$ cat src/rtl/run_detect_ctrl.sv
// run_detect_ctrl -- armable run-length monitor for the serial stream w.
//
// A host arms the block with a non-zero run threshold. While tracking, z is
// high whenever the current run of identical bits is at or above that
// threshold. Each time a run reaches the threshold an event is counted. On
// stop, the event count and the value of the final run are offered once over
// a valid/ready handshake.
//
// Optional feature (macro RUN_DETECT_CTRL_OVF_EN):
//   adds output evt_ovf. It is a sticky flag, set when an event arrives while
//   the event counter is already saturated. It is cleared by the next accepted
//   start or by reset, and it is held alongside the report.
//
// Parameters
//   RUN_W  width of threshold and run counter (run counter saturates)
//   EVT_W  width of the event counter / rpt_count (saturates)
//
// Ports
//   clk           rising-edge clock
//   rst_n         synchronous active-low reset
//   start         arm request (honoured in IDLE only, ignored when thresh==0)
//   stop          end of monitoring (honoured in ARM/TRACK only)
//   thresh        run threshold, captured on an accepted start
//   w             serial data, sampled every clock in ARM/TRACK
//   z             registered: current run length >= captured threshold
//   busy          high in ARM, TRACK and REPORT
//   rpt_valid     report available
//   rpt_ready     host accepts the report
//   rpt_count     events counted during the session
//   rpt_last_val  bit value of the final run
//   evt_ovf       (optional) sticky event-counter overflow flag

module run_detect_ctrl #(
   parameter int unsigned RUN_W = 4,
   parameter int unsigned EVT_W = 8
) (
   input  logic             clk,
   input  logic             rst_n,
   input  logic             start,
   input  logic             stop,
   input  logic [RUN_W-1:0] thresh,
   input  logic             w,
   output logic             z,
   output logic             busy,
   output logic             rpt_valid,
   input  logic             rpt_ready,
   output logic [EVT_W-1:0] rpt_count,
   output logic             rpt_last_val
`ifdef RUN_DETECT_CTRL_OVF_EN
   ,
   output logic             evt_ovf
`endif
);

   typedef enum logic [1:0] {
      IDLE   = 2'd0,
      ARM    = 2'd1,
      TRACK  = 2'd2,
      REPORT = 2'd3
   } state_t;

   localparam logic [RUN_W-1:0] RUN_MAX = '1;
   localparam logic [RUN_W-1:0] RUN_ONE = RUN_W'(1);
   localparam logic [EVT_W-1:0] EVT_MAX = '1;
   localparam logic [EVT_W-1:0] EVT_ONE = EVT_W'(1);

   state_t           state_q, state_d;
   logic             z_q, z_d;
   logic             busy_q, busy_d;
   logic             rpt_valid_q, rpt_valid_d;
   logic [EVT_W-1:0] rpt_count_q, rpt_count_d;
   logic             rpt_last_q, rpt_last_d;
   logic [RUN_W-1:0] run_cnt_q, run_cnt_d;
   logic [EVT_W-1:0] evt_cnt_q, evt_cnt_d;
   logic             last_w_q, last_w_d;
   logic [RUN_W-1:0] thr_q, thr_d;
`ifdef RUN_DETECT_CTRL_OVF_EN
   logic             ovf_q, ovf_d;
`endif

   logic [RUN_W-1:0] run_next;
   logic             hit;

   always_comb begin
      state_d     = state_q;
      z_d         = z_q;
      busy_d      = busy_q;
      rpt_valid_d = rpt_valid_q;
      rpt_count_d = rpt_count_q;
      rpt_last_d  = rpt_last_q;
      run_cnt_d   = run_cnt_q;
      evt_cnt_d   = evt_cnt_q;
      last_w_d    = last_w_q;
      thr_d       = thr_q;
`ifdef RUN_DETECT_CTRL_OVF_EN
      ovf_d       = ovf_q;
`endif
      run_next    = '0;
      hit         = 1'b0;

      case (state_q)
         IDLE: begin
            // start outranks a simultaneous stop; a zero threshold is never armed
            if (start && (thresh != '0)) begin
               thr_d     = thresh;
               evt_cnt_d = '0;
`ifdef RUN_DETECT_CTRL_OVF_EN
               ovf_d     = 1'b0;
`endif
               busy_d    = 1'b1;
               state_d   = ARM;
            end
         end

         ARM: begin
            if (stop) begin
               z_d         = 1'b0;
               rpt_valid_d = 1'b1;
               rpt_count_d = evt_cnt_q;
               rpt_last_d  = last_w_q;
               state_d     = REPORT;
            end else begin
               // first sample always opens a run of length one
               last_w_d  = w;
               run_cnt_d = RUN_ONE;
               z_d       = (thr_q == RUN_ONE);
               hit       = (thr_q == RUN_ONE);
               state_d   = TRACK;
            end
         end

         TRACK: begin
            if (stop) begin
               z_d         = 1'b0;
               rpt_valid_d = 1'b1;
               rpt_count_d = evt_cnt_q;
               rpt_last_d  = last_w_q;
               state_d     = REPORT;
            end else begin
               if (w == last_w_q) begin
                  run_next = (run_cnt_q == RUN_MAX) ? RUN_MAX : run_cnt_q + RUN_ONE;
               end else begin
                  run_next = RUN_ONE;
               end
               run_cnt_d = run_next;
               last_w_d  = w;
               z_d       = (run_next >= thr_q);
               // An event is the moment a run reaches the threshold. A run that
               // merely continues at the threshold (saturated counter included)
               // does not count again; a fresh run always may.
               hit       = (run_next == thr_q) &&
                           !((w == last_w_q) && (run_cnt_q == thr_q));
            end
         end

         REPORT: begin
            if (rpt_ready) begin
               rpt_valid_d = 1'b0;
               busy_d      = 1'b0;
               state_d     = IDLE;
            end
         end

         default: state_d = IDLE;
      endcase

      if (hit) begin
         if (evt_cnt_q != EVT_MAX) begin
            evt_cnt_d = evt_cnt_q + EVT_ONE;
         end
`ifdef RUN_DETECT_CTRL_OVF_EN
         else begin
            ovf_d = 1'b1;
         end
`endif
      end
   end

   always_ff @(posedge clk) begin
      if (!rst_n) begin
         state_q     <= IDLE;
         z_q         <= 1'b0;
         busy_q      <= 1'b0;
         rpt_valid_q <= 1'b0;
         rpt_count_q <= '0;
         rpt_last_q  <= 1'b0;
         run_cnt_q   <= '0;
         evt_cnt_q   <= '0;
         last_w_q    <= 1'b0;
         thr_q       <= '0;
`ifdef RUN_DETECT_CTRL_OVF_EN
         ovf_q       <= 1'b0;
`endif
      end else begin
         state_q     <= state_d;
         z_q         <= z_d;
         busy_q      <= busy_d;
         rpt_valid_q <= rpt_valid_d;
         rpt_count_q <= rpt_count_d;
         rpt_last_q  <= rpt_last_d;
         run_cnt_q   <= run_cnt_d;
         evt_cnt_q   <= evt_cnt_d;
         last_w_q    <= last_w_d;
         thr_q       <= thr_d;
`ifdef RUN_DETECT_CTRL_OVF_EN
         ovf_q       <= ovf_d;
`endif
      end
   end

   assign z            = z_q;
   assign busy         = busy_q;
   assign rpt_valid    = rpt_valid_q;
   assign rpt_count    = rpt_count_q;
   assign rpt_last_val = rpt_last_q;
`ifdef RUN_DETECT_CTRL_OVF_EN
   assign evt_ovf      = ovf_q;
`endif

endmodule

$ cat config.mk
export PLATFORM = sky130hd
export DESIGN_NAME = run_detect_ctrl
export DESIGN_NICKNAME = d
export VERILOG_FILES = /design/src/rtl/run_detect_ctrl.sv
export SDC_FILE = /design/constraint.sdc
export NUM_CORES = 1
export LEC_CHECK = 0
export CAP_MARGIN = 10
export CORE_UTILIZATION = 51
export CTS_BUF_LIST = sky130_fd_sc_hd__clkbuf_4
export DETAILED_ROUTE_END_ITERATION = 16
export PLACE_DENSITY = 0.78
export SYNTH_ARGS = -nofsm -noshare
export SYNTH_HDL_FRONTEND = slang
export SYNTH_SLANG_ARGS = --single-unit
export TNS_END_PERCENT = 50
$ cat constraint.sdc
create_clock -name clk -period 2.42 [get_ports clk]
set_clock_uncertainty 0.15 [all_clocks]
set_input_delay 0.363 -clock clk [delete_from_list [all_inputs] [get_ports clk]]
set_output_delay 0.363 -clock clk [all_outputs]
set_load 0.01 [all_outputs]
==> flow_summary_export.csv, run 1 <==
group,metric,value,unit
clocking,clk_latency,340,ps
timing,fin_ws,-4.64,ps
final_layout,utilization,0.712,
synthesis,synth_edf_count,0,
timing,maxSlewViolCount,0,
detailed_routing,num_vias,1649,
die,row_count,20,
detailed_routing,dr.first_iter.drc_count,87,
synthesis,synthDistinctLibCells,39,
detailed_routing,drc,0,
synthesis,synth_area,1720,sq um
setup_path,crit_fanout,7,
final_layout,post_layout_nonfiller_instances,295,
synthesis,syn_inst,218,
power_and_ir_drop,peakVddDrop,0.000817,V
placement,hpwl,2980,microns
power_and_ir_drop,leakagePower,0.870,nW
clocking,clockBufferDepth,2,
final_layout,fin_nets,271,
flow_run,cap_viol_max_count,0,
clocking,cts_max_level,2,
die,dieArea,3600,sq um
timing,rsz0062_at_grt,"yes",
power_and_ir_drop,power,1.76,mW
die,io_pins,22,
synthesis,yosysWarnings,0,
die,die_h,60.0,microns
final_layout,syn_to_final_growth,29.9,%
global_route,grt_pass1_wl,6840,microns
setup_path,path_class,"flop to flop",
setup_path,startpoint,"run_cnt_q[2]",
synthesis,synthArstFlopShare,0,
placement,io_buffer_count,21,
global_route,antenna_found_initial,0,
clocking,clkTransAtPathRegs,100,ps
detailed_routing,vias_per_cell,5.59,
global_route,grtUsageTotal,0.258,
clocking,cts_sinks,31,
timing,setup_viol,1,
synthesis,ys.flop_type,"dfxtp_1",
final_layout,fillers,272,
clocking,cts_buffers,5,
timing,slew_headroom,0.662,
setup_path,critPathRequiredTime,2530,ps
die,initial_core_util,0.548,
detailed_routing,drtPass1Iterations,4,
clocking,tritoncts,"yes",
detailed_routing,wirelength,4240,microns
setup_path,crit_arrival,2540,ps
synthesis,synth_nets,239,
synthesis,ys_seq_elements,31,
die,die_x,60.0,microns
setup_path,r2r_start,"run_cnt_q[2]",
timing,min_period,2420,ps
placement,post-place-cells,286,
synthesis,avgSynthCellArea,7.87,sq um
setup_path,critPathLaunchType,"flop",
power_and_ir_drop,powerDensity,790,nW/um^2
final_layout,drive_gt1_frac,0.167,
detailed_routing,routedWlPerCell,14.4,microns
outcome,violations,"setup timing",
timing,holdWs,284,ps
timing,final.period_utilization,1.00,
timing,timing.fmax,0.412,GHz
die,core-area,3130,sq um
final_layout,diodes,0,
clocking,cts-root-buf,"clkbuf_4",
detailed_routing,drtAntennaViolNets,0,
setup_path,crit_path_end_kind,"flop",
synthesis,ys_seq_area_frac,0.362,
global_route,overflow,0,
timing,finalHoldViolCount,0,
timing,tightestPinTransition,502,ps
worst_hold_path,hold_class,"input port to flop",
global_route,first_global_vias,1556,
worst_hold_path,worstHoldStart,"w",
global_route,grt_max_degree,25,
outcome,outcome,"complete, but fails checks",
placement,place_congestion,0.882,
[Yosys cell counts, types with 4 or more instances]
library cell,count,area [sq um]
a22oi_1,4,30.0
ha_1,11,138
dfxtp_1,31,621
a21oi_1,24,120
nand3_1,24,120
xor2_1,6,52.6
nor2_1,17,63.8
o21ai_0,9,45.0
clkbuf_1,8,30.0
and3_1,4,25.0
inv_1,11,41.3
nand2_1,30,113
[routing by layer]
layer	global-route usage	wire (microns)	vias to the layer above
li1	-	-	837
met5	0	0	-
met1	0.328	1910	754
met3	0.0390	231	8
met4	0.133	70	0
met2	0.419	2030	50
[state kept, by name, summed over array words and instances (netlist names)]
name / cells
rpt_last_val: 1
z: 1
busy: 1
run_cnt_q: 4
rpt_count: 8
evt_cnt_q: 8
state_q: 2
thr_q: 4
rpt_valid: 1
last_w_q: 1
[power breakdown]
part	leakage (nW)	switching (mW)	internal, mW
clock	0.0426	0.190	0.212
combinational	0.573	0.438	0.289
sequential	0.254	0.0593	0.571
[area by class of cell]
cell class	count	area, sq um	share of cell area
multi-input combinational	166	1090	0.487
tap	44	55.1	0.0247
clock inverter	3	38.8	0.0174
timing repair buffer	35	338	0.152
inverter	11	41.3	0.0185
clock buffer	5	37.5	0.0168
sequential	31	632	0.284
[what timing repair did]
item,in CTS,in global routing
gates resized for setup,15,13
setup endpoints to repair,8,8
buffers inserted,0,1
hold buffers,0,0
pin swaps,4,7
gates cloned,0,0
[logic make-up (layout without fill, tap and decap cells)]
group	count (synthesis)	in the layout	share of synthesized area
compound gates	56	56	0.204
buf+inv	21	54	0.0474
fa+ha+maj	11	11	0.0802
xor+xnor	6	6	0.0306
flops	31	31	0.362
simple gates	91	91	0.264
mux	2	2	0.0124
[final timing paths]
path / depth (start not counted) / slack (ps) / to
setup reg to reg: 9 / -5 / evt_cnt_q[6]
hold reg to reg: 2 / 310 / rpt_count[3]
hold / removal: 3 / 280 / last_w_q
setup / recovery: 9 / -5 / evt_cnt_q[6]
[per-stage QoR]
step                      TNS, ps  cell area, sq um  setup slack [ps]
after CTS                       0              2180              5.19
after global routing         -397              2230             -86.8
final                       -4.64              2230             -4.64
after global placement      -2880              2050              -374
after detailed placement    -3330              2050              -459
after floorplan                 0              1720              3.18
[placed cells by master, fill, tap and decap left out, types with 3 or more instances in the layout]
cell type / instances
dfxtp_1: 26
xor2_1: 6
nor2_1: 14
clkbuf_4: 5
ha_1: 10
clkdlybuf4s50_1: 20
nand3_1: 23
buf_4: 10
o21ai_1: 3
a22oi_1: 4
inv_1: 11
buf_6: 3
dfxtp_2: 3
o21ai_0: 9
and3_1: 4
nand2_1: 28
a21oi_1: 24
[worst max-delay path, cell delays in order, from the launching register on]
cell and delay [ps]:
dfxtp_2 460, nand3_1 120, nor2_2 110, a211oi_2 90
ha_1 290, and4_1 200, nand2_2 70, a221oi_4 370
mux2_4 360, nor3_4 120
Power figures use the tool's default switching activity.
==> run 2, diff against run 1 <==
--- a/config.mk
+++ b/config.mk
@@ -6,10 +6,11 @@
 export NUM_CORES = 1
 export LEC_CHECK = 0
 export CAP_MARGIN = 10
-export CORE_UTILIZATION = 51
+export CORE_UTILIZATION = 45
 export CTS_BUF_LIST = sky130_fd_sc_hd__clkbuf_4
 export DETAILED_ROUTE_END_ITERATION = 16
-export PLACE_DENSITY = 0.78
+export GPL_TIMING_DRIVEN = 0
+export PLACE_DENSITY = 0.71
 export SYNTH_ARGS = -nofsm -noshare
 export SYNTH_HDL_FRONTEND = slang
 export SYNTH_SLANG_ARGS = --single-unit
==> run 2 against run 1 <==
  * The flow now finishes without violations
  * Total power fell by 7.9%
  * Clock-buffer cell count did not move
  * Combinational power fell by 3.7%
  * Worst hold slack improved by 23 ps
  * Largest cell class unchanged
  * Final cell count rose by 2.7%
  * Sequential share of layout area rose by 0.44 points
  * Via count rose by 3.0%
==> flow_summary_export.csv, run 2 (synthesized netlist as in run 1, its figures left out) <==
group,metric,value,unit
global_route,antenna_found_initial,0,
clocking,cts_buffers,5,
die,core-area,3660,sq um
setup_path,path_class,"input port to flop",
flow_run,cap_viol_max_count,0,
power_and_ir_drop,powerDensity,739,nW/um^2
detailed_routing,drtPass1Iterations,4,
final_layout,diodes,0,
placement,postPlaceCellArea,1980,sq um
die,die_x,63.7,microns
timing,finalHoldViolCount,0,
final_layout,final_area,2190,sq um
placement,post-place-ws,-870,ps
timing,fin_ws,11.8,ps
timing,slew_headroom,0.546,
die,die_h,63.7,microns
timing,min_period,2410,ps
setup_path,r2r-end,"evt_cnt_q[6]",
detailed_routing,routedWlPerCell,13.6,microns
setup_path,critPathRequiredTime,2540,ps
detailed_routing,vias_per_cell,5.61,
clocking,cts_sinks,31,
die,row_count,22,
placement,place_congestion,0.871,
detailed_routing,dr.first_iter.drc_count,98,
clocking,clockBufferDepth,2,
die,initial_core_util,0.469,
setup_path,crit_fanout,7,
timing,holdWs,307,ps
clocking,clk_latency,330,ps
global_route,grt_max_degree,11,
clocking,tritoncts,"yes",
timing,final.period_utilization,0.995,
final_layout,utilization,0.599,
clocking,cts-root-buf,"clkbuf_4",
global_route,overflow,0,
die,io_pins,22,
global_route,grtUsageTotal,0.225,
setup_path,crit_path_end_kind,"flop",
clocking,clkTransAtPathRegs,100,ps
setup_path,critPathLaunchType,"input port",
setup_path,endpoint,"evt_cnt_q[6]",
final_layout,layout_common_cells,"28 x nand2_1, 26 x dfxtp_1, 23 x a21oi_1",
setup_path,r2r.worst_path.cells,11,
power_and_ir_drop,leakagePower,0.828,nW
final_layout,fin_nets,275,
setup_path,r2r_start,"run_cnt_q[1]",
detailed_routing,num_vias,1699,
placement,hpwl,2800,microns
detailed_routing,wirelength,4120,microns
global_route,first_global_vias,1485,
detailed_routing,drc,0,
die,dieArea,4060,sq um
setup_path,crit_arrival,2530,ps
timing,setup_viol,0,
timing,timing.fmax,0.415,GHz
final_layout,mostFrequentLayoutCell,"nand2_1",
placement,io_buffer_count,20,
timing,maxSlewViolCount,0,
timing,tightestPinTransition,672,ps
global_route,grt_pass1_wl,7090,microns
clocking,ctsHoldBuffers,0,
clocking,cts_max_level,2,
setup_path,startpoint,"w",
worst_hold_path,hold_class,"flop to flop",
final_layout,syn_to_final_growth,27.9,%
setup_path,reg2reg_slack,20,ps
detailed_routing,drtAntennaViolNets,0,
final_layout,drive_gt1_frac,0.165,
outcome,outcome,"completed",
timing,rsz0062_at_grt,"yes",
power_and_ir_drop,peakVddDrop,0.000571,V
## run 2: cell type report
cell class | instances | area (sq um)
well taps | 48 | 60.1
fillers | 333 | 1470
multi-input cells | 166 | 1090
flip-flops and latches | 31 | 632
clock buffers | 5 | 37.5
clock inverters | 3 | 15.0
plain buffers | 10 | 46.3
repair buffers | 29 | 274
inverters | 11 | 41.3
## run 2: worst min path at each step
stage	startpoint	end	slack, ps	cells past startpoint
2_1_floorplan	last_w_q	rpt_last_val	310	2
3_3_place_gp	rpt_last_val	rpt_last_val	290	2
3_5_place_dp	rpt_count[1]	rpt_count[1]	300	2
4_1_cts	rpt_last_val	rpt_last_val	310	2
5_1_grt	w	last_w_q	310	3
6_report	rpt_count[4]	rpt_count[4]	310	2
## run 2: what timing repair did
| action | in CTS | in global routing |
|---|---|---|
| endpoints found under the setup margin | 8 | 8 |
| pin swaps | 8 | 8 |
| cloned | 0 | 0 |
| resized for setup | 18 | 10 |
| setup buffers | 7 | 2 |
## run 2: critical path, stage by stage
cell	delay, ps
dlygate4sd2_1	280
xor2_2	180
buf_4	170
nor3_4	230
ha_1	170
and4_1	220
nand2_2	80
a221oi_4	270
buf_6	160
mux2_4	300
nor3_2	90
## run 2: metal layers
| layer | up-vias | part of all wire | wire [microns] | global-route usage |
|---|---|---|---|---|
| met5 | - | 0 | 0 | 0 |
| met4 | 0 | 0.016 | 68 | 0.105 |
| met3 | 8 | 0.046 | 191 | 0.0518 |
| met2 | 48 | 0.45 | 1850 | 0.315 |
| met1 | 795 | 0.49 | 2020 | 0.322 |
| li1 | 848 | - | - | - |
## run 2: through the flow
step	setup TNS [ps]	cells	power, mW
floorplan	0	218	1.09
global placement	-5860	286	1.27
detailed placement	-6400	286	1.28
CTS	-78.3	301	1.61
global route	-399	303	1.76
finish	0	303	1.62
## run 2: power by group
part,internal [mW],total [mW],leakage [nW],switching [mW]
Sequential,0.571,0.634,0.254,0.0627
Combinational,0.261,0.700,0.539,0.439
Clock,0.108,0.288,0.0347,0.180
==> run 3, diff against run 2 <==
--- a/config.mk
+++ b/config.mk
@@ -7,7 +7,7 @@
 export LEC_CHECK = 0
 export CAP_MARGIN = 10
 export CORE_UTILIZATION = 45
-export CTS_BUF_LIST = sky130_fd_sc_hd__clkbuf_4
+export CTS_BUF_LIST = sky130_fd_sc_hd__clkbuf_4 sky130_fd_sc_hd__clkbuf_8 sky130_fd_sc_hd__clkbuf_16
 export DETAILED_ROUTE_END_ITERATION = 16
 export GPL_TIMING_DRIVEN = 0
 export PLACE_DENSITY = 0.71
==> run 3 against run 2 <==
  * Maximum frequency fell by 0.15%
  * Worst setup slack got worse by 3.5 ps
  * Clock power rose by 34%
  * Critical endpoint unchanged
  * Clock-buffer cell count did not move
  * Die area did not move
  * Register-to-register slack barely moved
  * Critical path depth did not move
  * Design area rose by 0.91%
  * Global-route usage fell by 0.23 points
  * Total power rose by 5.5%
==> flow_summary_export.csv, run 3 (synthesized netlist as in run 1, its figures left out) <==
group,metric,value,unit
clocking,cts_max_level,2,
global_route,grt_pass1_wl,7020,microns
global_route,grt_max_degree,11,
setup_path,slowest_delay,370,ps
global_route,first_global_vias,1487,
setup_path,critPathMostFrequentCell,"nand2_2",
final_layout,layout_common_cells,"28 x nand2_1, 27 x dfxtp_1, 24 x a21oi_1",
setup_path,crit_fanout,7,
final_layout,diodes,0,
outcome,outcome,"completed",
die,row_count,22,
timing,final.period_utilization,0.997,
timing,min_period,2410,ps
setup_path,crit_path_end_kind,"flop",
setup_path,cp_cell_sequence,"ha_4 -> nand2_2 -> nor2_4 -> nor3_4 -> ha_1 -> and4_1 -> nand2_2 -> a221oi_4 -> buf_6 -> mux2_4 -> nor3_2",
clocking,cts_buffers,5,
final_layout,fillers,330,
power_and_ir_drop,leakagePower,0.827,nW
power_and_ir_drop,power,1.71,mW
detailed_routing,vias_per_cell,5.58,
die,die_x,63.7,microns
final_layout,post_layout_nonfiller_instances,300,
global_route,overflow,0,
clocking,ctsHoldBuffers,0,
timing,setup_viol,0,
timing,timing.fmax,0.415,GHz
power_and_ir_drop,powerDensity,773,nW/um^2
clocking,tritoncts,"yes",
detailed_routing,dr.first_iter.drc_count,96,
placement,io_buffer_count,20,
clocking,clkTransAtPathRegs,60,ps
die,dieArea,4060,sq um
clocking,clockBufferDepth,2,
timing,tightestPinTransition,665,ps
final_layout,syn_to_final_growth,29.1,%
setup_path,critPathLaunchType,"flop",
final_layout,ff_latch_area,631,sq um
timing,finalHoldViolCount,0,
final_layout,multi_input_area,1100,sq um
die,die_h,63.7,microns
timing,rsz0062_at_grt,"yes",
global_route,antenna_found_initial,0,
setup_path,cp_slowest_cell,"dfxtp_4",
detailed_routing,drtAntennaViolNets,0,
detailed_routing,wirelength,4090,microns
timing,holdWs,303,ps
detailed_routing,drtPass1Iterations,4,
timing,slew_headroom,0.551,
placement,hpwl,2800,microns
final_layout,mostFrequentLayoutCell,"nand2_1",
clocking,clk_latency,280,ps
final_layout,fin_nets,272,
global_route,grtUsageTotal,0.223,
die,io_pins,22,
placement,post-place-ws,-870,ps
final_layout,drive_gt1_frac,0.151,
clocking,cts_sinks,31,
detailed_routing,routedWlPerCell,13.6,microns
timing,fin_ws,8.32,ps
power_and_ir_drop,peakVddDrop,0.000540,V
worst_hold_path,hold_class,"flop to flop",
placement,post-place-cells,286,
placement,place_congestion,0.871,
detailed_routing,num_vias,1673,
setup_path,critPathRequiredTime,2480,ps
die,core-area,3660,sq um
setup_path,path_class,"flop to flop",
flow_run,cap_viol_max_count,0,
detailed_routing,drc,0,
clocking,cts-root-buf,"clkbuf_8",
setup_path,crit_arrival,2470,ps
die,initial_core_util,0.469,
timing,maxSlewViolCount,0,
-- run 3: stage by stage --
step	TNS (ps)	area, sq um	utilization
after detailed placement	-6400	1980	0.540
after floorplan	0	1720	-
after CTS	-63.4	2200	0.602
final	0	2210	0.605
after global placement	-5860	1980	0.540
after global routing	-312	2210	0.605
-- run 3: layout make-up --
cell class                 instances  area share
multi-input combinational        166       0.498
tap                               48      0.0271
clock inverter                     3     0.00678
sequential                        31       0.285
timing repair buffer              26       0.113
inverter                          11      0.0186
clock buffer                       5      0.0311
buffer                            10      0.0209
-- run 3: power by group --
part	internal (mW)	total, mW	switching, mW
Sequential	0.572	0.640	0.0677
Clock	0.196	0.386	0.190
Combinational	0.253	0.685	0.432
Total	1.02	1.71	0.690
-- run 3: worst paths after layout --
path | endpoint | slack, ps | start | cells past startpoint
setup / recovery | evt_cnt_q[6] | 8 | run_cnt_q[0] | 11
setup reg to reg | evt_cnt_q[6] | 8 | run_cnt_q[0] | 11
hold reg to reg | rpt_count[1] | 300 | rpt_count[1] | 2
hold / removal | rpt_count[1] | 300 | rpt_count[1] | 2
-- run 3: worst max-delay path: cells and delay by family (launching register included) --
kind                     cells  cell delay [ps]
multiplexers                 1              300
buffers and inverters        1              160
AND/OR/NAND/NOR              6              610
adder cells (fa/ha/maj)      2              460
flip-flops                   1              370
AO/OA/AOI/OAI                1              280
-- run 3: per-layer routing --
metal	vias up	global-route usage	wire length, microns
li1	839	-	-
met4	0	0.105	34
met1	777	0.319	2040
met5	-	0	0
met2	53	0.324	1820
met3	4	0.0339	194
-- run 3: what timing repair did --
action                     in CTS  in global routing
resized for setup              26                  1
setup endpoints to repair       8                  8
setup buffers                   5                  1
pin swaps                       8                  7
hold endpoints to repair        0                  0
